==> src/rtl/mult_div_unit.sv <==
// Iterative signed/unsigned multiply and divide unit with architectural HI/LO registers.
// Latency: result in HI/LO and done pulse WIDTH+1 edges after the accepting edge.
// Backpressure: busy high while working; start and HI/LO writes are dropped (not queued) while busy.
module mult_div_unit #(
    parameter int WIDTH = 32
) (
    input  logic             clk,
    input  logic             rst_n,
    input  logic             start,
    input  logic [1:0]       op,
    input  logic [WIDTH-1:0] operand_a,
    input  logic [WIDTH-1:0] operand_b,
    input  logic             hi_we,
    input  logic             lo_we,
    input  logic [WIDTH-1:0] wdata,
    output logic             busy,
    output logic             done,
    output logic [WIDTH-1:0] hi,
    output logic [WIDTH-1:0] lo
);

    localparam int CW = (WIDTH > 1) ? $clog2(WIDTH) : 1;

    typedef enum logic [1:0] {
        IDLE = 2'd0,
        CALC = 2'd1,
        FIX  = 2'd2
    } state_t;

    state_t state, state_nxt;

    // Latched operation context
    logic                 is_div;     // op[1]: divide when set
    logic                 res_neg;    // product / quotient needs negation
    logic                 rem_neg;    // remainder needs negation
    logic                 div_zero;   // divisor was zero at acceptance
    logic [WIDTH-1:0]     a_raw;      // raw dividend, returned in HI on divide by zero
    logic [WIDTH-1:0]     opd;        // multiplicand magnitude or divisor magnitude
    logic [2*WIDTH-1:0]   acc;        // {upper, lower} working accumulator
    logic [CW-1:0]        cnt;

    // Control strobes
    logic accept;
    logic fix_en;
    logic mt_en;

    // Operand conditioning at acceptance
    logic             is_signed;
    logic             a_neg;
    logic             b_neg;
    logic [WIDTH-1:0] a_mag;
    logic [WIDTH-1:0] b_mag;

    // Per-iteration next values
    logic [WIDTH:0]       mul_sum;
    logic [2*WIDTH-1:0]   mul_nxt;
    logic [WIDTH:0]       div_cand;
    logic [WIDTH:0]       div_diff;
    logic                 div_ok;
    logic [2*WIDTH-1:0]   div_nxt;

    // Sign-corrected results
    logic [2*WIDTH-1:0] prod_fix;
    logic [WIDTH-1:0]   quo_fix;
    logic [WIDTH-1:0]   rem_fix;
    logic [WIDTH-1:0]   res_hi;
    logic [WIDTH-1:0]   res_lo;

    // State register
    always_ff @(posedge clk or negedge rst_n) begin
        if (!rst_n) state <= IDLE;
        else        state <= state_nxt;
    end

    // Next-state logic: WIDTH iterations in CALC, one FIX cycle
    always_comb begin
        state_nxt = state;
        case (state)
            IDLE:    if (start) state_nxt = CALC;
            CALC:    if (cnt == CW'(WIDTH - 1)) state_nxt = FIX;
            FIX:     state_nxt = IDLE;
            default: state_nxt = IDLE;
        endcase
    end

    // FSM outputs and strobes
    always_comb begin
        busy   = (state != IDLE);
        accept = (state == IDLE) && start;
        mt_en  = (state == IDLE);
        fix_en = (state == FIX);
    end

    // Operand magnitudes and signs; op[0] clear means signed
    always_comb begin
        is_signed = ~op[0];
        a_neg     = is_signed & operand_a[WIDTH-1];
        b_neg     = is_signed & operand_b[WIDTH-1];
        a_mag     = a_neg ? (~operand_a + 1'b1) : operand_a;
        b_mag     = b_neg ? (~operand_b + 1'b1) : operand_b;
    end

    // One shift-add step and one restoring-division step
    always_comb begin
        mul_sum  = {1'b0, acc[2*WIDTH-1:WIDTH]} + {1'b0, (acc[0] ? opd : {WIDTH{1'b0}})};
        mul_nxt  = {mul_sum, acc[WIDTH-1:1]};
        div_cand = acc[2*WIDTH-1:WIDTH-1];
        div_diff = div_cand - {1'b0, opd};
        div_ok   = ~div_diff[WIDTH];
        div_nxt  = {(div_ok ? div_diff[WIDTH-1:0] : div_cand[WIDTH-1:0]), acc[WIDTH-2:0], div_ok};
    end

    // Sign correction and divide-by-zero override applied in FIX
    always_comb begin
        prod_fix = res_neg ? (~acc + 1'b1) : acc;
        quo_fix  = res_neg ? (~acc[WIDTH-1:0] + 1'b1) : acc[WIDTH-1:0];
        rem_fix  = rem_neg ? (~acc[2*WIDTH-1:WIDTH] + 1'b1) : acc[2*WIDTH-1:WIDTH];
        if (!is_div) begin
            res_hi = prod_fix[2*WIDTH-1:WIDTH];
            res_lo = prod_fix[WIDTH-1:0];
        end else if (div_zero) begin
            res_hi = a_raw;
            res_lo = {WIDTH{1'b1}};
        end else begin
            res_hi = rem_fix;
            res_lo = quo_fix;
        end
    end

    // Operation context, accumulator and iteration counter
    always_ff @(posedge clk or negedge rst_n) begin
        if (!rst_n) begin
            is_div   <= 1'b0;
            res_neg  <= 1'b0;
            rem_neg  <= 1'b0;
            div_zero <= 1'b0;
            a_raw    <= '0;
            opd      <= '0;
            acc      <= '0;
            cnt      <= '0;
        end else if (accept) begin
            is_div   <= op[1];
            res_neg  <= a_neg ^ b_neg;
            rem_neg  <= a_neg;
            div_zero <= op[1] && (operand_b == '0);
            a_raw    <= operand_a;
            opd      <= op[1] ? b_mag : a_mag;
            acc      <= {{WIDTH{1'b0}}, (op[1] ? a_mag : b_mag)};
            cnt      <= '0;
        end else if (state == CALC) begin
            acc <= is_div ? div_nxt : mul_nxt;
            cnt <= cnt + 1'b1;
        end
    end

    // HI/LO: MTHI/MTLO only in IDLE, operation result in FIX
    always_ff @(posedge clk or negedge rst_n) begin
        if (!rst_n) begin
            hi <= '0;
            lo <= '0;
        end else if (fix_en) begin
            hi <= res_hi;
            lo <= res_lo;
        end else if (mt_en) begin
            if (hi_we) hi <= wdata;
            if (lo_we) lo <= wdata;
        end
    end

    // Registered completion pulse, coincident with the HI/LO update
    always_ff @(posedge clk or negedge rst_n) begin
        if (!rst_n) done <= 1'b0;
        else        done <= fix_en;
    end

endmodule

==> config.mk <==
export PLATFORM = sky130hd
export DESIGN_NAME = mult_div_unit
export DESIGN_NICKNAME = d
export VERILOG_FILES = /design/src/rtl/mult_div_unit.sv
export SDC_FILE = /design/constraint.sdc
export NUM_CORES = 1
export LEC_CHECK = 0
export CAP_MARGIN = 5
export CORE_AREA = 2 2 181 183
export DETAILED_ROUTE_END_ITERATION = 16
export DIE_AREA = 0 0 183 185
export PLACE_DENSITY = 0.76
export SLEW_MARGIN = 20
export SYNTH_ARGS = -nofsm -noshare
export SYNTH_HDL_FRONTEND = slang
export SYNTH_SLANG_ARGS = --single-unit
==> constraint.sdc <==
create_clock -name clk -period 4.6 [get_ports clk]
set_input_delay 0.69 -clock clk [delete_from_list [all_inputs] [get_ports clk]]
set_output_delay 0.69 -clock clk [all_outputs]
set_load 0.05 [all_outputs]
**Yosys cells after proc, flatten, opt, wreduce, memory -nomap -nowiden**

Cells that the tools add are included.

- Register bits after elaboration: 204
- Input bits: 103
- Output and inout port bits: 66

- Add/subtract/negate cells: 8
- Equal/unequal tests: 5
- Mux-type cells: 27
- Bitwise gates (word level): 10
- Reductions and logical operators: 12

Operator list:

| operator | number |
|---|---|
| 32-bit two-way mux | 18 |
| 64-bit two-way mux | 4 |
| 32-bit by 1-bit adder with 32-bit output, second input constant | 4 |
| 32-bit inverter | 4 |
| 64-bit by 1-bit adder with 64-bit output, second input constant | 1 |
| 64-bit inverter | 1 |
| 32-bit by 32-bit adder with 33-bit output | 1 |
| 33-bit by 32-bit subtractor with 33-bit output | 1 |
| 32-bit zero test | 1 |
| 5-bit two-way mux | 2 |
| 2-bit nonzero test | 5 |
| 2-bit AND reduction | 3 |
| 5-bit by 1-bit adder with 5-bit output, second input constant | 1 |
| 5-bit equality test, second input constant | 1 |
| 2-bit two-way mux | 2 |
| 2-bit != test, second input constant | 2 |
| 2-bit case mux with 2 select lines | 1 |
| 1-bit bitwise AND | 2 |
| 2-bit by 1-bit equality test with 1-bit output, second input constant | 1 |
| 2-bit equality test, second input constant | 1 |
| 1-bit logical AND | 2 |
| 2-bit zero test | 1 |
| 1-bit inverter | 2 |
| 1-bit bitwise XOR | 1 |

**Depth between registers and ports, before layout**

- Word-level depth: 6
- Depth in mapped cells: 14

**Worst setup path after synthesis**

Ideal clock, no wire load.

- Path type: register to register
- From: register acc[32]
- To: register acc[63]
- Setup time: 0.124 ns
- Data arrival time: 3.083 ns
- Required time: 4.476 ns
- Slack: 1.393 ns
- Stages on the path, launching flop included: 13
- Buffers on the path: 1
- Clock period less this slack: 3.207 ns
- Cells stage by stage: dfrtp_1 clkbuf_1 inv_1 fa_1 nand2b_1 a21oi_1 nor3_1 o41a_1 nand2_1 a21oi_1 o21a_1 mux2_1 o31a_1

- Word-level cells in the longest chain between the ends: 5

RTL lines:

| element | RTL line | text |
|---|---|---|
| start: declaration | 39 | `logic [2*WIDTH-1:0] acc;` |
| start signal: assignment | 148 | `acc <= {{WIDTH{1'b0}}, (op[1] ? a_mag : b_mag)};` |
| start signal: assignment | 151 | `acc <= is_div ? div_nxt : mul_nxt;` |
| 33-bit by 32-bit subtractor with 33-bit output | 108 | `div_diff = div_cand - {1'b0, opd};` |
| 32-bit two-way mux | 110 | `div_nxt = {(div_ok ? div_diff[WIDTH-1:0] : div_cand[WIDTH-1:0]), acc[WIDTH-2:0], div_ok};` |
| 64-bit two-way mux (*) | 151 |  |
| 64-bit two-way mux (*) | 150 | `end else if (state == CALC) begin` |
| 64-bit two-way mux (*) | 141 | `end else if (accept) begin` |

Mark *: on every way between the ends. The rest lies on a longest branch, timed or not. The select of a mux whose other input is x is not followed.
A chain may end at the register's enable or synchronous reset.

**Final worst setup path**

- From: register acc[0]
- To: register acc[60]

- Word-level cells in the longest chain between the ends: 5

RTL lines:

| element | RTL line | text |
|---|---|---|
| 32-bit two-way mux | 105 | `mul_sum = {1'b0, acc[2*WIDTH-1:WIDTH]} + {1'b0, (acc[0] ? opd : {WIDTH{1'b0}})};` |
| 32-bit by 32-bit adder with 33-bit output | 105 |  |
| 64-bit two-way mux | 151 |  |
| 64-bit two-way mux | 150 |  |
| 64-bit two-way mux | 141 |  |

Every way passes these cells. The select of a mux whose other input is x is not followed.

==> impl_metrics.toml <==
[sta]
setup_tns_ns = 0
fin_skew_ns = 0.03089
fmax_mhz = 254.8
fin_hold_ws_ns = 0.2031
rsz0062_at_grt = "no"
hold_violations = 0
tightest_slew_ns = 1.071
finalCritPeriodShare_pct = 85.31
layout_min_cycle_time_ns = 3.924
fin_ws_ns = 0.6756
slew_viol_final = 0
max_slew_margin_pct = 28.44
setup_viol = 0

[setup_path]
crit_type = "flip-flop to flip-flop"
cpPeakStageDelay_ns = 0.50
r2r_cells = 13
path_buf_inv = 2
timing.rr.start = "acc[0]$_DFFE_PN0P_"
r2r_slack_ns = 0.68
crit_arrival_ns = 4.37
cp-start-kind = "flip-flop"
path_max_fanout = 18
crit_path_start = "acc[0]$_DFFE_PN0P_"
cp_data_required_time_ns = 5.04
path_depth = 13
path_cells = "inv_1 -> buf_4 -> nor2_1 -> ha_1 -> a21oi_1 -> o21bai_1 -> o21ai_0 -> a21oi_1 -> o31a_1 -> o21ai_0 -> nand3_1 -> o311a_1 -> o211ai_1"
slowest_stage = "dfrtp_1"
cp_top_family = "compound AO/OA/AOI/OAI gates"
end_kind = "flip-flop"
r2r-end = "acc[60]$_DFFE_PN0P_"
crit_path_end = "acc[60]$_DFFE_PN0P_"

[final_layout]
fin_area_um2 = 20180
layout-drive-gt1-share_pct = 6.245
fin_nets = 2495
postLayoutCoreUtil_pct = 62.98
area_delta_synth_final_pct = 16.62

[power]
pwr-share-clk_pct = 12.8
seqPwrFrac_pct = 22.6
power_switching_w = 0.009149
swShare_pct = 52.83
leakagePower_nw = 8.365
p_int_w = 0.008167
comb_power_share_pct = 64.6
ir_drop_mv = 0.4583
p_per_area_nw_per_um2 = 858.1

[cts]
cts.sinks = 204
clkLatencyLatePin_ns = 0.56
cts_buffers = 25
cts_resized = 0
cts-hold-fix-buffers = 0
htreeDepth = 1
post_cts_buffers = 0
cts_tree = "built"
clk_path_buf_depth = 3
clk_pin_slew_ns = 0.06
cts_root_buf = "clkbuf_16"

[placed_design]
place_congestion = 1.018
dp_slack_ns = 0.7899
portBuffers = 168
place_area_um2 = 19220
dp.final_hpwl_mm = 51.37

[logic_synthesis]
synthTopCellsByArea = "dfrtp_1 30%, nand2_1 7.5%, o21ai_0 6.1%"
synth_cells = 2237
synthDistinctLibCells = 92
yosysTopAreaCell = "dfrtp_1"
synthArstFlopShare_pct = 100.0
seq_area_frac_synth_pct = 29.50
ys_seq_elements = 204
postSynthAreaPerCell_um2 = 7.735
syn-num-nets = 2412
netlist.area_leader.share_pct = 29.50
ys.flop_type = "dfrtp_1"
syn_area_um2 = 17300
synth_edf_count = 0
yosysWarningCount = 0

[die]
dieArea_um2 = 33860
die_w_um = 183
start_util_pct = 54.01
ios = 169
row_count = 66
fp.dieH_um = 185
coreArea_um2 = 32040

[grt]
grt-ovfl-total = 0
track_usage_pct = 39.13
grt_pass1_vias = 16520
grt_pass1_wl_mm = 101.1
grt_max_degree = 108
antenna_found_initial = 4

[routing]
num_vias = 17990
dr_wl_met2_mm = 28.60
ant_nets = 0
vias_per_cell = 6.543
top_layer = "met5"
drc = 0
drtIter0Drc = 2243
first_pass_iters = 7
wl_per_cell_um = 24.23
wl_met1_mm = 28.18
wl_mm = 66.61
dr_wl_met3_mm = 6.960

[status]
outcome = "complete, no violations"

[worst_hold_path]
hold_path.class = "input pin to async pin"

[job]
cap_violations = 0
## how the worst min path moves through the flow
stage	endpoint	slack (ns)	cells after the start
floorplan	a_raw[0]$_DFFE_PN0P_	0.39	0
global placement	lo[30]$_DFFE_PN0P_	0.46	2
detailed placement	lo[25]$_DFFE_PN0P_	0.47	2
CTS	cnt[2]$_DFFE_PN0P_	0.26	1
global route	cnt[3]$_DFFE_PN0P_	0.29	1
finish	cnt[4]$_DFFE_PN0P_	0.20	1
## cells in the final DEF, fill, tap and decap left out, types with 6 or more instances in the layout
cell type / n
or3_1: 12
a21oi_1: 165
xor2_1: 78
o31ai_1: 27
a221o_1: 14
o22ai_1: 40
nand2_1: 345
o21ai_0: 211
a222oi_1: 6
and3_1: 15
o41ai_1: 10
clkbuf_8: 7
a221oi_1: 8
a211oi_1: 12
nand4_1: 14
mux2i_1: 57
a22oi_1: 13
ha_1: 70
nor2b_1: 19
o21a_1: 8
nand2b_1: 22
nor3_1: 33
o21ai_1: 46
o211ai_1: 58
nor4_1: 16
clkbuf_16: 25
a21o_1: 23
and2_1: 7
xnor2_1: 108
o221ai_1: 8
or4_1: 13
buf_4: 35
dfrtp_1: 201
a31oi_1: 15
nand3_1: 34
clkdlybuf4s50_1: 166
inv_1: 68
nor2_1: 188
nand2_2: 6
## state kept, by name (all words and copies together) (netlist names)
signal / flops
lo: 32
res_neg: 1
opd: 32
div_zero: 1
rem_neg: 1
done: 1
hi: 32
cnt: 5
a_raw: 32
acc: 64
state: 2
is_div: 1
## through the flow
step / power, W / cells
floorplan: 0.01132 / 2237
global placement: 0.01462 / 2700
detailed placement: 0.01471 / 2700
CTS: 0.01698 / 2745
global route: 0.01839 / 2747
finish: 0.01732 / 2749
## synthesized netlist by cell type, drive strengths merged, types with 12 or more instances
master and count:
nand2 351, mux2i 57, o211ai 59, o41ai 14
nand2b 23, and3 15, dfrtp 204, o31ai 28
a21oi 167, clkbuf 117, a21o 23, a22oi 13
nand4 18, a221o 14, buf 33, xor2 78
xnor2 108, or3 15, nor3 36, nand3 36
nor2 190, o22ai 40, nor2b 20, o21ai 259
nor4 22, inv 68, or4 17, a211oi 12
ha 70, a31oi 15
## per-layer routing
metal | global-route usage [%] | up-vias
met4 | 15.62 | 2
met2 | 58.76 | 997
met5 | 0 | -
li1 | - | 8193
met1 | 54.96 | 8638
met3 | 8.356 | 157
## kinds of logic (layout without fill, tap and decap cells)
logic type	after synthesis	in the layout	share of synthesized area, %
AND/OR/NAND/NOR	780	780	21.41
AO/OA/AOI/OAI	717	717	25.92
buffers and inverters	218	319	4.967
flip-flops	204	204	29.50
XOR/XNOR	186	186	9.414
adder cells (fa/ha/maj)	72	72	5.293
multiplexers	60	60	3.492
other	0	3	0
## final cells by class
type                    instances  area (um^2)
repair buffers                206         2003
flip-flops and latches        204         5109
fillers                      2829        11860
clock inverters                12        210.2
well taps                     408        510.5
multi-input cells            1815        11370
inverters                      68        255.2
clock buffers                  33        715.7
diodes                          3        7.507
## power groups by stage
stage	combinational, W	sequential (W)	clock, W
6_report	0.0112	0.00391	0.00222
5_1_grt	0.0121	0.00396	0.00229
3_3_place_gp	0.0108	0.00384	0
4_1_cts	0.0109	0.00384	0.00222
3_5_place_dp	0.0108	0.00386	0
2_1_floorplan	0.00718	0.00414	0
(Power assumes the default switching activity.)
